## src/rtl/mc_issue_scoreboard.sv

```systemverilog
// Issue-side hazard/dispatch controller: unit occupancy, pending-write bitmap, one-shot fire.
// Optional writeback-slot reservation vector enabled by defining SB_WB_SLOT_EN.
module mc_issue_scoreboard #(
  parameter int                   NUM_UNITS  = 8,
  parameter logic [NUM_UNITS-1:0] ITER_MASK  = 8'h07,
  parameter int                   REG_ADDR_W = 6,
  parameter int                   MAX_LAT    = 32,
  localparam int                  LAT_W      = $clog2(MAX_LAT + 1)
) (
  input  logic                  clk,
  input  logic                  rst,
  input  logic                  core_running,
  input  logic                  hold_in,
  input  logic                  flush,
  input  logic                  issue_new,
  input  logic                  issue_valid,
  input  logic [NUM_UNITS-1:0]  issue_unit,
  input  logic [LAT_W-1:0]      issue_lat,
  input  logic [REG_ADDR_W-1:0] issue_rd,
  input  logic                  issue_rd_we,
  input  logic [REG_ADDR_W-1:0] issue_rs1,
  input  logic [REG_ADDR_W-1:0] issue_rs2,
  input  logic [REG_ADDR_W-1:0] issue_rs3,
  input  logic [2:0]            issue_rs_use,
  input  logic                  wb_valid,
  input  logic [REG_ADDR_W-1:0] wb_rd,
  output logic                  issue_fire,
  output logic                  issue_stall,
  output logic                  dup_clr,
  output logic [NUM_UNITS-1:0]  unit_busy,
  output logic                  raw_hazard,
  output logic                  waw_hazard,
  output logic                  wb_conflict
);

  localparam int NREG = 1 << REG_ADDR_W;

  logic [NREG-1:0]      pend_q, pend_d;
  logic [LAT_W-1:0]     cnt_q [NUM_UNITS];
  logic [LAT_W-1:0]     cnt_d [NUM_UNITS];
  logic                 fired_q, fired_d;
  logic [NUM_UNITS-1:0] unit_sel;
  logic                 lat_ok;
  logic                 stall_cause;

  // Malformed unit selects are treated as "no unit" so they never wait on occupancy.
  always_comb begin
    unit_sel = '0;
    if (issue_valid && (issue_unit != '0) &&
        ((issue_unit & (issue_unit - 1'b1)) == '0))
      unit_sel = issue_unit;
    lat_ok = (issue_lat != '0) && (issue_lat <= LAT_W'(MAX_LAT));
    for (int u = 0; u < NUM_UNITS; u++)
      unit_busy[u] = ITER_MASK[u] && (cnt_q[u] != '0);
    raw_hazard = (issue_rs_use[0] && pend_q[issue_rs1]) ||
                 (issue_rs_use[1] && pend_q[issue_rs2]) ||
                 (issue_rs_use[2] && pend_q[issue_rs3]);
    waw_hazard = issue_rd_we && pend_q[issue_rd];
  end

`ifdef SB_WB_SLOT_EN
  logic [MAX_LAT-1:0] slot_q, slot_d, slot_book;

  always_comb begin
    wb_conflict = 1'b0;
    slot_book   = '0;
    for (int i = 0; i < MAX_LAT; i++) begin
      if (lat_ok && (issue_lat == LAT_W'(i + 1))) begin
        wb_conflict  = slot_q[i];
        slot_book[i] = issue_fire;
      end
    end
    slot_d = (slot_q | slot_book) >> 1;
  end

  always_ff @(posedge clk or posedge rst) begin
    if (rst) slot_q <= '0;
    else     slot_q <= slot_d;
  end
`else
  always_comb wb_conflict = 1'b0;
`endif

  // Fire and stall are held low while reset is asserted, even if ID/EXE looks valid.
  always_comb begin
    stall_cause = raw_hazard || waw_hazard || wb_conflict || ((unit_sel & unit_busy) != '0);
    issue_fire  = !rst && core_running && issue_valid && !fired_q && !hold_in &&
                  !flush && !stall_cause;
    issue_stall = !rst && issue_valid && !fired_q && stall_cause;
    dup_clr     = fired_q && issue_valid && !issue_new;
  end

  always_comb begin
    fired_d = fired_q;
    if (issue_new)  fired_d = 1'b0;
    if (issue_fire) fired_d = 1'b1;
    if (flush)      fired_d = 1'b0;

    pend_d = pend_q;
    if (wb_valid) pend_d[wb_rd] = 1'b0;
    if (issue_fire && issue_rd_we && (issue_rd != '0)) pend_d[issue_rd] = 1'b1;
    pend_d[0] = 1'b0;

    for (int u = 0; u < NUM_UNITS; u++) begin
      cnt_d[u] = cnt_q[u];
      if (ITER_MASK[u] && issue_fire && unit_sel[u])
        cnt_d[u] = lat_ok ? (issue_lat - 1'b1) : '0;
      else if (cnt_q[u] != '0)
        cnt_d[u] = cnt_q[u] - 1'b1;
    end
  end

  always_ff @(posedge clk or posedge rst) begin
    if (rst) begin
      pend_q  <= '0;
      fired_q <= 1'b0;
      for (int u = 0; u < NUM_UNITS; u++) cnt_q[u] <= '0;
    end else begin
      pend_q  <= pend_d;
      fired_q <= fired_d;
      for (int u = 0; u < NUM_UNITS; u++) cnt_q[u] <= cnt_d[u];
    end
  end

endmodule

```

## config.mk

```make
export PLATFORM = sky130hd
export DESIGN_NAME = mc_issue_scoreboard
export DESIGN_NICKNAME = d
export VERILOG_FILES = /design/src/rtl/mc_issue_scoreboard.sv
export SDC_FILE = /design/constraint.sdc
export NUM_CORES = 1
export LEC_CHECK = 0
export CORE_AREA = 2 2 149 107
export CTS_BUF_LIST = sky130_fd_sc_hd__clkbuf_8
export DETAILED_ROUTE_END_ITERATION = 6
export DIE_AREA = 0 0 151 109
export MAX_ROUTING_LAYER = met4
export PLACE_DENSITY = 0.77
export SLEW_MARGIN = 20
export SYNTH_ARGS = -nofsm -noshare
export SYNTH_HDL_FRONTEND = slang
export SYNTH_SLANG_ARGS = --single-unit
```

## constraint.sdc

```tcl
create_clock -name clk -period 4.3 [get_ports clk]
set_input_delay 0.86 -clock clk [delete_from_list [all_inputs] [get_ports clk]]
set_output_delay 0.86 -clock clk [all_outputs]
set_load 0.01 [all_outputs]
```

### Yosys cells after proc, flatten, opt, wreduce, memory -nomap -nowiden

Index checks and enable logic that the tools add are counted.

| cells by class | value |
|---|---|
| add/subtract/negate cells | 5 |
| order comparisons | 8 |
| multiplexer cells | 25 |
| bitwise gates (word level) | 5 |
| reductions and logical operators | 47 |

Operators by type and width:

| operator | count |
|---|---|
| $mux 64 | 2 |
| $and 64x64->64 | 1 |
| $not 64->64 | 1 |
| $or 64x64->64 | 1 |
| $mux 6 | 7 |
| $lt 6x7->1 const B | 5 |
| $reduce_bool 6->1 | 5 |
| $logic_and 1x1->1 | 25 |
| $bmux 1 s6 | 4 |
| $sub 6x1->6 const B | 4 |
| $reduce_bool 8->1 | 2 |
| $demux 1 s6 | 2 |
| $ge 6x1->1 const B | 2 |
| $mux 1 | 9 |
| $and 8x3->8 | 1 |
| $and 8x8->8 | 1 |
| $logic_not 8->1 | 1 |
| $mux 8 | 1 |
| $sub 8x1->8 const B | 1 |
| $le 6x6->1 const B | 1 |
| $logic_not 1->1 | 6 |
| $reduce_bool 2->1 | 3 |
| $logic_or 1x1->1 | 4 |
| $reduce_bool 3->1 | 1 |

| storage, ports and cells | value |
|---|---|
| register bits after elaboration | 82 |
| bits of input ports | 56 |
| output and inout bits | 14 |
| logic and storage cells | 95 |

### Depth between registers and ports, before layout

| logic depth | value |
|---|---|
| depth after elaboration | 13 |
| mapped depth | 14 |
| gate-level depth less buffers | 11 |

### Worst setup path before layout

No wires, ideal clock.

| timing path | value |
|---|---|
| path type | input to register |
| from | input rst |
| to | register cnt_q[31] (netlist bit) |
| setup time | 0.120 ns |
| arrival | 4.405 ns |
| required time | 4.180 ns |
| slack | -0.225 ns |
| stages | 8 |
| buffers on the path | 1 |
| path through | inv_1 > nand3_1 > nor4b_1 > and3_1 > buf_1 > and2_1 > nand4_1 > a31o_2 |

| on the way | value |
|---|---|
| longest elaborated chain between the ends | 9 |
| elaborated cells on any way between the ends | 10 |
| classes of those cells | mux (1); reduce/logical (9) |

RTL lines:

| what | line | source |
|---|---|---|
| start: declaration | 11 | `input logic rst,` |
| $logic_not 1->1 (no source line) (*) | - |  |
| $logic_and 1x1->1 (*) (5 in series) | 87 | `issue_fire = !rst && core_running && issue_valid && !fired_q && !hold_in &&` |
| $logic_and 1x1->1 (*) | 88 | `!flush && !stall_cause;` |
| $logic_and 1x1->1 (*) | 106 | `if (ITER_MASK[u] && issue_fire && unit_sel[u])` |
| $mux 6 or $reduce_bool 2->1 (tied branches) | - |  |
| end: declaration | 39 | `logic [LAT_W-1:0] cnt_q [NUM_UNITS];` |

Mark *: on every way between the ends. The rest lies on a longest branch, timed or not.
A chain may end at the register's enable or synchronous reset.

### Final worst setup path

| timing path | value |
|---|---|
| from | input issue_rs2[0] |
| to | output issue_stall |

| on the way | value |
|---|---|
| longest elaborated chain between the ends | 8 |

RTL lines:

| what | line | source |
|---|---|---|
| start: declaration | 22 | `input logic [REG_ADDR_W-1:0] issue_rs2,` |
| $bmux 1 s6 | 56 | `(issue_rs_use[1] && pend_q[issue_rs2]) \|\|` |
| $mux 1 (not written as such) | 56 |  |
| $logic_and 1x1->1 | 56 |  |
| $logic_or 1x1->1 | 55 | `raw_hazard = (issue_rs_use[0] && pend_q[issue_rs1]) \|\|` |
| $logic_or 1x1->1 | 56 |  |
| $logic_or 1x1->1 (2 in series) | 86 | `stall_cause = raw_hazard \|\| waw_hazard \|\| wb_conflict \|\| ((unit_sel & unit_busy) != '0);` |
| $logic_and 1x1->1 | 89 | `issue_stall = !rst && issue_valid && !fired_q && stall_cause;` |
| end: declaration | 28 | `output logic issue_stall,` |

No other way between the ends. The select of a mux whose other input is x is not followed.

==> metrics.md <==
| Metric | Value |
|---|---|
| Routed WL | 23.4 mm |
| Global routing usage summed across all routing layers | 0.293 |
| Category of the most critical setup path | in2out |
| Yosys Warn Count | 0 |
| Launch point of the worst hold path | cnt_q[37] |
| R2r startpoint | pend_q[46] |
| First-pass GRT wire length | 35.2 mm |
| DRC violation total after the first TritonRoute iteration | 923 |
| Number of fillers in the final layout | 1,319 |
| Setup crit end kind | output port |
| Number of top-level design ports | 70 |
| CTS sink count | 82 |
| Maximum resistive drop on vdd | 174 µV |
| Post-Layout Inst Area | 8300 µm² |
| Count of endpoints failing hold in the final timing report | 0 |
| Placed cell areas | 7900 µm² |
| Most frequent standard cell in the layout excluding fill and tap cells | o21ai_0 |
| Number of max-slew violations in the final report | 0 |
| Violated checks | DRC, setup timing |
| Worst slack at placement | -0.561 ns |
| Core Region | 15,100 µm² |
| Final sum of negative setup slack | -0.0369 ns |
| Post-layout net count | 870 |
| Cell variety after synth | 80 |
| Maximum number of pins on one net before global-route repair | 83 |
| Post-Route Skew | 0.0106 ns |
| Tcrit/Tclk final | 1.01 |
| Worst-case hold slack | 0.535 ns |
| Vertical extent of the die | 109 µm |
| Critical Path Max Stage Delay | 0.50 ns |
| Number of cells on the worst reg-to-reg path | 11 |
| Depth of the worst hold-timing path | 1 |
| Port Buf Inserts | 63 |
| Worst reg2reg endpoint | pend_q[37] |
| CTS clock-pin slew for the worst setup and hold paths | 0.09 ns |
| Count of buffer and inverter cells on the critical path | 7 |
| Count of TritonRoute iterations in the first routing pass | 7 |
| Max stage delay cell, worst path | o41a_2 |
| Number of synthesized flops with an enable pin | 0 |
| Worst path top cell family by delay | buffers and inverters |
| Class of the most critical hold timing path | reg2reg |
| Setup slack on the worst flop-to-flop path | 0.48 ns |
| Hold endpoint | cnt_q[37] |
| Via count of the first global-routing pass | 6,210 |
| Area used by multi-input combinational logic | 4250 µm² |
| Setup repair after global routing missed its margin | true |
| Leakage power figure | 3.40 nW |
| Commonest non-fill, non-tap cells in the layout | o21ai_0 (94), buf_4 (83), dfrtp_1 (82) |
| Vias | 6,717 |
| Cell Rows | 38 |
| Most frequent cell on the critical path | buf_6 |
| WL/cell | 23.1 µm |
| Number of max-cap violations | 0 |
| CP startpoint | issue_rs2[0] |
| Max Fanout on Critical Path | 8 |
| Buffer cell driving the clock tree root | clkbuf_8 |
| Post-synthesis instance area | 6670 µm² |
| Count of state elements after synthesis | 82 |
| Highest Clock Rate | 0.231 GHz |
| Layout overhead on the synthesized area | 24.5% |
| Gate count after technology mapping | 688 |
| Signal arrival time at the worst endpoint | 3.48 ns |
| Cell-by-cell listing of the critical path | buf_6, buf_12, buf_12, buf_6, mux4_2, mux2i_1, o22ai_1, o41a_2, nor4_4, buf_4, buf_6, a31oi_4, buf_6 |
| Outcome | complete, but fails checks |
| Leading register cell type out of synthesis | dfrtp_1 |
| Setup WS post-layout | -0.0369 ns |
| Fraction of layout cells with a size suffix above 1 | 0.259 |
| Avg Vias per Cell | 6.62 |
| Share of flip-flops with an asynchronous set or reset after synthesis | 1.00 |
| Slew headroom | 0.487 |
| Number of antenna-violating nets in the routed design | 0 |
| Sequential fraction of the synthesis area | 0.308 |
| Overall die area | 16,500 µm² |
| Critical Path Start Type | primary input |
| Post-layout power | 2.33 mW |
| Avg Inst Size Synth | 9.69 µm² |
| Number of antenna violations at the first check in global routing | 1 |
| Power per Cell Area | 281 nW/µm² |
| Number of buffers created by CTS | 9 |
| Required time of the critical path | 3.44 ns |
| Remaining routing DRC violations | 1 |
| Insertion delay of the later-clocked pin in the worst-skew pair | 0.36 ns |
| Global route total overflow | 0 |
| Die X | 151 µm |
| Starting utilization of the core area | 0.441 |
| Slew @ Worst Pin | 0.769 ns |
| Final critical path time including I/O delays and setup | 4.34 ns |
| Critical Path Stages | 13 |
| Routability congestion estimate | 1.13 |
| Max clock buf depth | 2 |
| Count of hold buffers inserted by post-cts repair | 0 |
| Detailed placer's ending HPWL | 17.4 mm |
| Level count of the clock H-tree | 3 |
| Number of endpoints failing setup at the final stage | 1 |
| Clock tree from TritonCTS | done |
| Area of all sequential standard cells | 2050 µm² |
-- cell type report --
class                      instances  share of cell area
clock buffer                      10              0.0166
antenna                            1            0.000301
inverter                          27              0.0127
multi-input combinational        532               0.512
tap                              200              0.0301
clock inverter                     6             0.00980
sequential                        82               0.247
timing repair buffer             157               0.171
-- per-layer routing --
metal,up-vias,track usage,wire length (µm)
li1,2888,-,-
met1,3229,0.427,9510
met2,521,0.398,9560
met3,79,0.0854,3730
met4,0,0.0761,617
met5,-,-,0
-- how the worst max path moves through the flow --
stage,end
finish,issue_stall
global route,issue_stall
CTS,waw_hazard
detailed placement,issue_fire
global placement,issue_fire
floorplan,issue_fire
-- timing repair --
| action | CTS | global route |
|---|---|---|
| setup buffers | 3 | 12 |
| setup endpoints to repair | 5 | 4 |
| pin swaps | 5 | 9 |
| gates cloned | 0 | 0 |
| resized for setup | 30 | 17 |
-- registers in the layout, summed over array words and instances (netlist names) --
register	flops
cnt_q	18
fired_q	1
pend_q	63
-- cell families after synthesis --
| family | after synthesis | share of synthesized area |
|---|---|---|
| and+or+nand+nor | 213 | 0.175 |
| AOI/OAI and AO/OA | 203 | 0.202 |
| muxes | 90 | 0.221 |
| DFF | 82 | 0.308 |
| buffers and inverters | 79 | 0.0642 |
| xor gates and xnor gates | 14 | 0.0184 |
| adders and majority gates | 6 | 0.0109 |
| other | 1 | 0.000563 |
-- stage by stage --
stage	instances	utilization
floorplan	693	-
CTS	1002	0.539
global route	1015	0.549
finish	1015	0.549
detailed placement	983	0.522
global placement	983	0.522
-- Yosys cell counts (4+ instances only) --
master,instances,area share
a21oi_1,12,0.0090
a221oi_1,6,0.0079
a22oi_1,5,0.0056
a311oi_1,5,0.0066
and2_1,4,0.0038
buf_2,9,0.0068
buf_4,9,0.010
buf_6,5,0.0084
clkbuf_1,21,0.012
dfrtp_1,82,0.31
ha_1,5,0.0094
inv_1,24,0.014
mux2_2,13,0.022
mux2i_1,34,0.051
mux4_1,5,0.020
mux4_2,38,0.13
nand2_1,61,0.034
nand2b_1,7,0.0066
nand3_1,19,0.014
nand3b_1,10,0.011
nand4_1,16,0.015
nand4b_1,4,0.0053
nor2_1,27,0.015
nor2b_1,14,0.013
nor3_1,12,0.0090
nor3b_1,5,0.0056
o21ai_0,94,0.071
o21ai_2,10,0.013
o22ai_1,8,0.0075
o31ai_1,34,0.038
or3_1,7,0.0066
or3b_2,5,0.0066
xnor2_1,9,0.012
xor2_1,5,0.0066
-- worst reg2reg max path, stage by stage, from the launching register on --
cell and delay [ns]:
dfrtp_1 0.50, mux4_2 0.51, mux4_2 0.49, nor3b_2 0.19, nor4bb_1 0.08, o41a_2 0.14, nor4_4 0.42, buf_4 0.20
inv_2 0.04, buf_4 0.15, or4_4 0.68, o21ai_0 0.33
-- report_power, final --
part / total [mW] / switching, mW / internal (mW)
Sequential: 0.940 / 0.0778 / 0.862
Combinational: 0.768 / 0.384 / 0.384
Clock: 0.626 / 0.285 / 0.340
Note: power is estimated with default switching activity, not from simulation.
==> edit (same flow settings) <==
`NUM_UNITS`: 8 -> 16.
--- a/src/rtl/mc_issue_scoreboard.sv
+++ b/src/rtl/mc_issue_scoreboard.sv
@@ -1,7 +1,7 @@
 // Issue-side hazard/dispatch controller: unit occupancy, pending-write bitmap, one-shot fire.
 // Optional writeback-slot reservation vector enabled by defining SB_WB_SLOT_EN.
 module mc_issue_scoreboard #(
-  parameter int                   NUM_UNITS  = 8,
+  parameter int                   NUM_UNITS  = 16,
   parameter logic [NUM_UNITS-1:0] ITER_MASK  = 8'h07,
   parameter int                   REG_ADDR_W = 6,
   parameter int                   MAX_LAT    = 32,
Ports: changed (resized issue_unit and unit_busy); port bits go from 70 to 86. The function was not compared with the original's and may differ.
==> edit against the original RTL <==
- total power decreased by 9.3%
- sequential cell count unchanged
- worst setup slack improved by 0.051 ns
- sequential power down 2%
- critical endpoint is now waw_hazard
- wire length is 4.8% lower
- cell area grew 1.5%
- area after synthesis fell by 0.66%
==> edit: results <==
{
  "drtPass1Iterations": 5,
  "grtUsageTotal_pct": 28.27,
  "drt_iter0_drc": 828,
  "synth_area_leaders": "dfrtp_1 31%, mux4_2 12%, o21ai_0 8.2%",
  "dpl.cell_count": 1010,
  "clock_skew_ns": 0.007746,
  "status": "completed",
  "post-route-drc-count": 0,
  "slowest_stage": "clkdlybuf4s50_1",
  "antenna_found_initial": 0,
  "wl_um": 22300,
  "place.port_buffers": 71,
  "setup_violations": 0,
  "synthDistinctLibCells": 66,
  "ys_seq_area_share_pct": 30.98,
  "gp_congestion": 1.019,
  "synth_warnings": 0,
  "dp_hpwl_um": 16600,
  "wl_per_cell_um": 21.46,
  "n_antenna_cell": 0,
  "drive_above_1_share_pct": 21.93,
  "placed_cell_area_um2": 7999,
  "final_nets": 903,
  "power.leakage_nw": 3.477,
  "vias": 6764,
  "synthTopCellsByCount": "108 x o21ai_0, 82 x dfrtp_1, 51 x mux2i_1",
  "grt_max_degree": 36,
  "critPathMaxFanout": 14,
  "irDropWorstVdd_mv": 0.1338,
  "post_synth.cell_area_avg_um2": 9.502
}
-- edit: changes by cell type in the layout (fill, tap and decap cells not counted), sizes merged, moves of 7 or more --
cell           change
o21ai             +31
nand2             -30
o31ai             -29
mux2i             +17
nand3             +15
a22oi             +14
nor2b             +14
clkdlybuf4s50     +11
a21oi             +10
conb               +8
mux2               -7
mux4               -7
-- edit: metal layers --
| layer | track usage (%) | routed length (um) |
|---|---|---|
| met1 | 39.84 | 9266 |
| met2 | 38.99 | 9219 |
| met3 | 7.908 | 3305 |
| met4 | 9.880 | 511 |
| met5 | - | 0 |
-- edit: repair_timing --
| item | in CTS | in global routing |
|---|---|---|
| hold buffers | 0 | 0 |
| endpoints found under the hold margin | 0 | 0 |
| cloned | 3 | 1 |
| pin swaps | 5 | 6 |
| setup endpoints to repair | 4 | 4 |
| gates resized for setup | 23 | 18 |
| buffers inserted | 7 | 3 |
-- edit: layout make-up --
type                       count  area [um^2]
fill                        1331         6691
multi-input combinational    554         4270
sequential                    82         2052
timing repair buffer         166         1603
tap                          200        250.2
clock buffer                  10        137.6
inverter                      21        80.08
clock inverter                 6        35.03
-- edit: worst min-delay path, cell delays in order, from the launching register on --
cell and delay [ns]:
dfrtp_1 0.38, inv_1 0.08, o31ai_1 0.07
-- edit: where the power goes --
group	internal, mW	total (mW)	switching, mW
Combinational	0.354	0.680	0.326
Clock	0.221	0.517	0.297
Sequential	0.849	0.920	0.0711
Total	1.42	2.12	0.693
-- edit: path summary, 6_finish.rpt --
check | start | to | cells after the start | slack [ns]
worst max register to register | cnt_q[78] | pend_q[63] | 11 | 1.12
min in group asynchronous | rst | fired_q | 2 | 0.84
max in group asynchronous | rst | pend_q[41] | 3 | 2.67
worst min-delay path | cnt_q[85] | cnt_q[85] | 2 | 0.57
worst max-delay path | issue_rd[2] | waw_hazard | 9 | 0.01
worst min register to register | cnt_q[85] | cnt_q[85] | 2 | 0.57
-- edit: cell families after synthesis --
logic type               synth area share, %
buffers and inverters                  6.102
other                                0.05662
XOR/XNOR                               1.719
AO/OA/AOI/OAI                          20.71
multiplexers                           20.97
AND/OR/NAND/NOR                        18.21
adder cells (fa/ha/maj)                1.247
flip-flops                             30.98
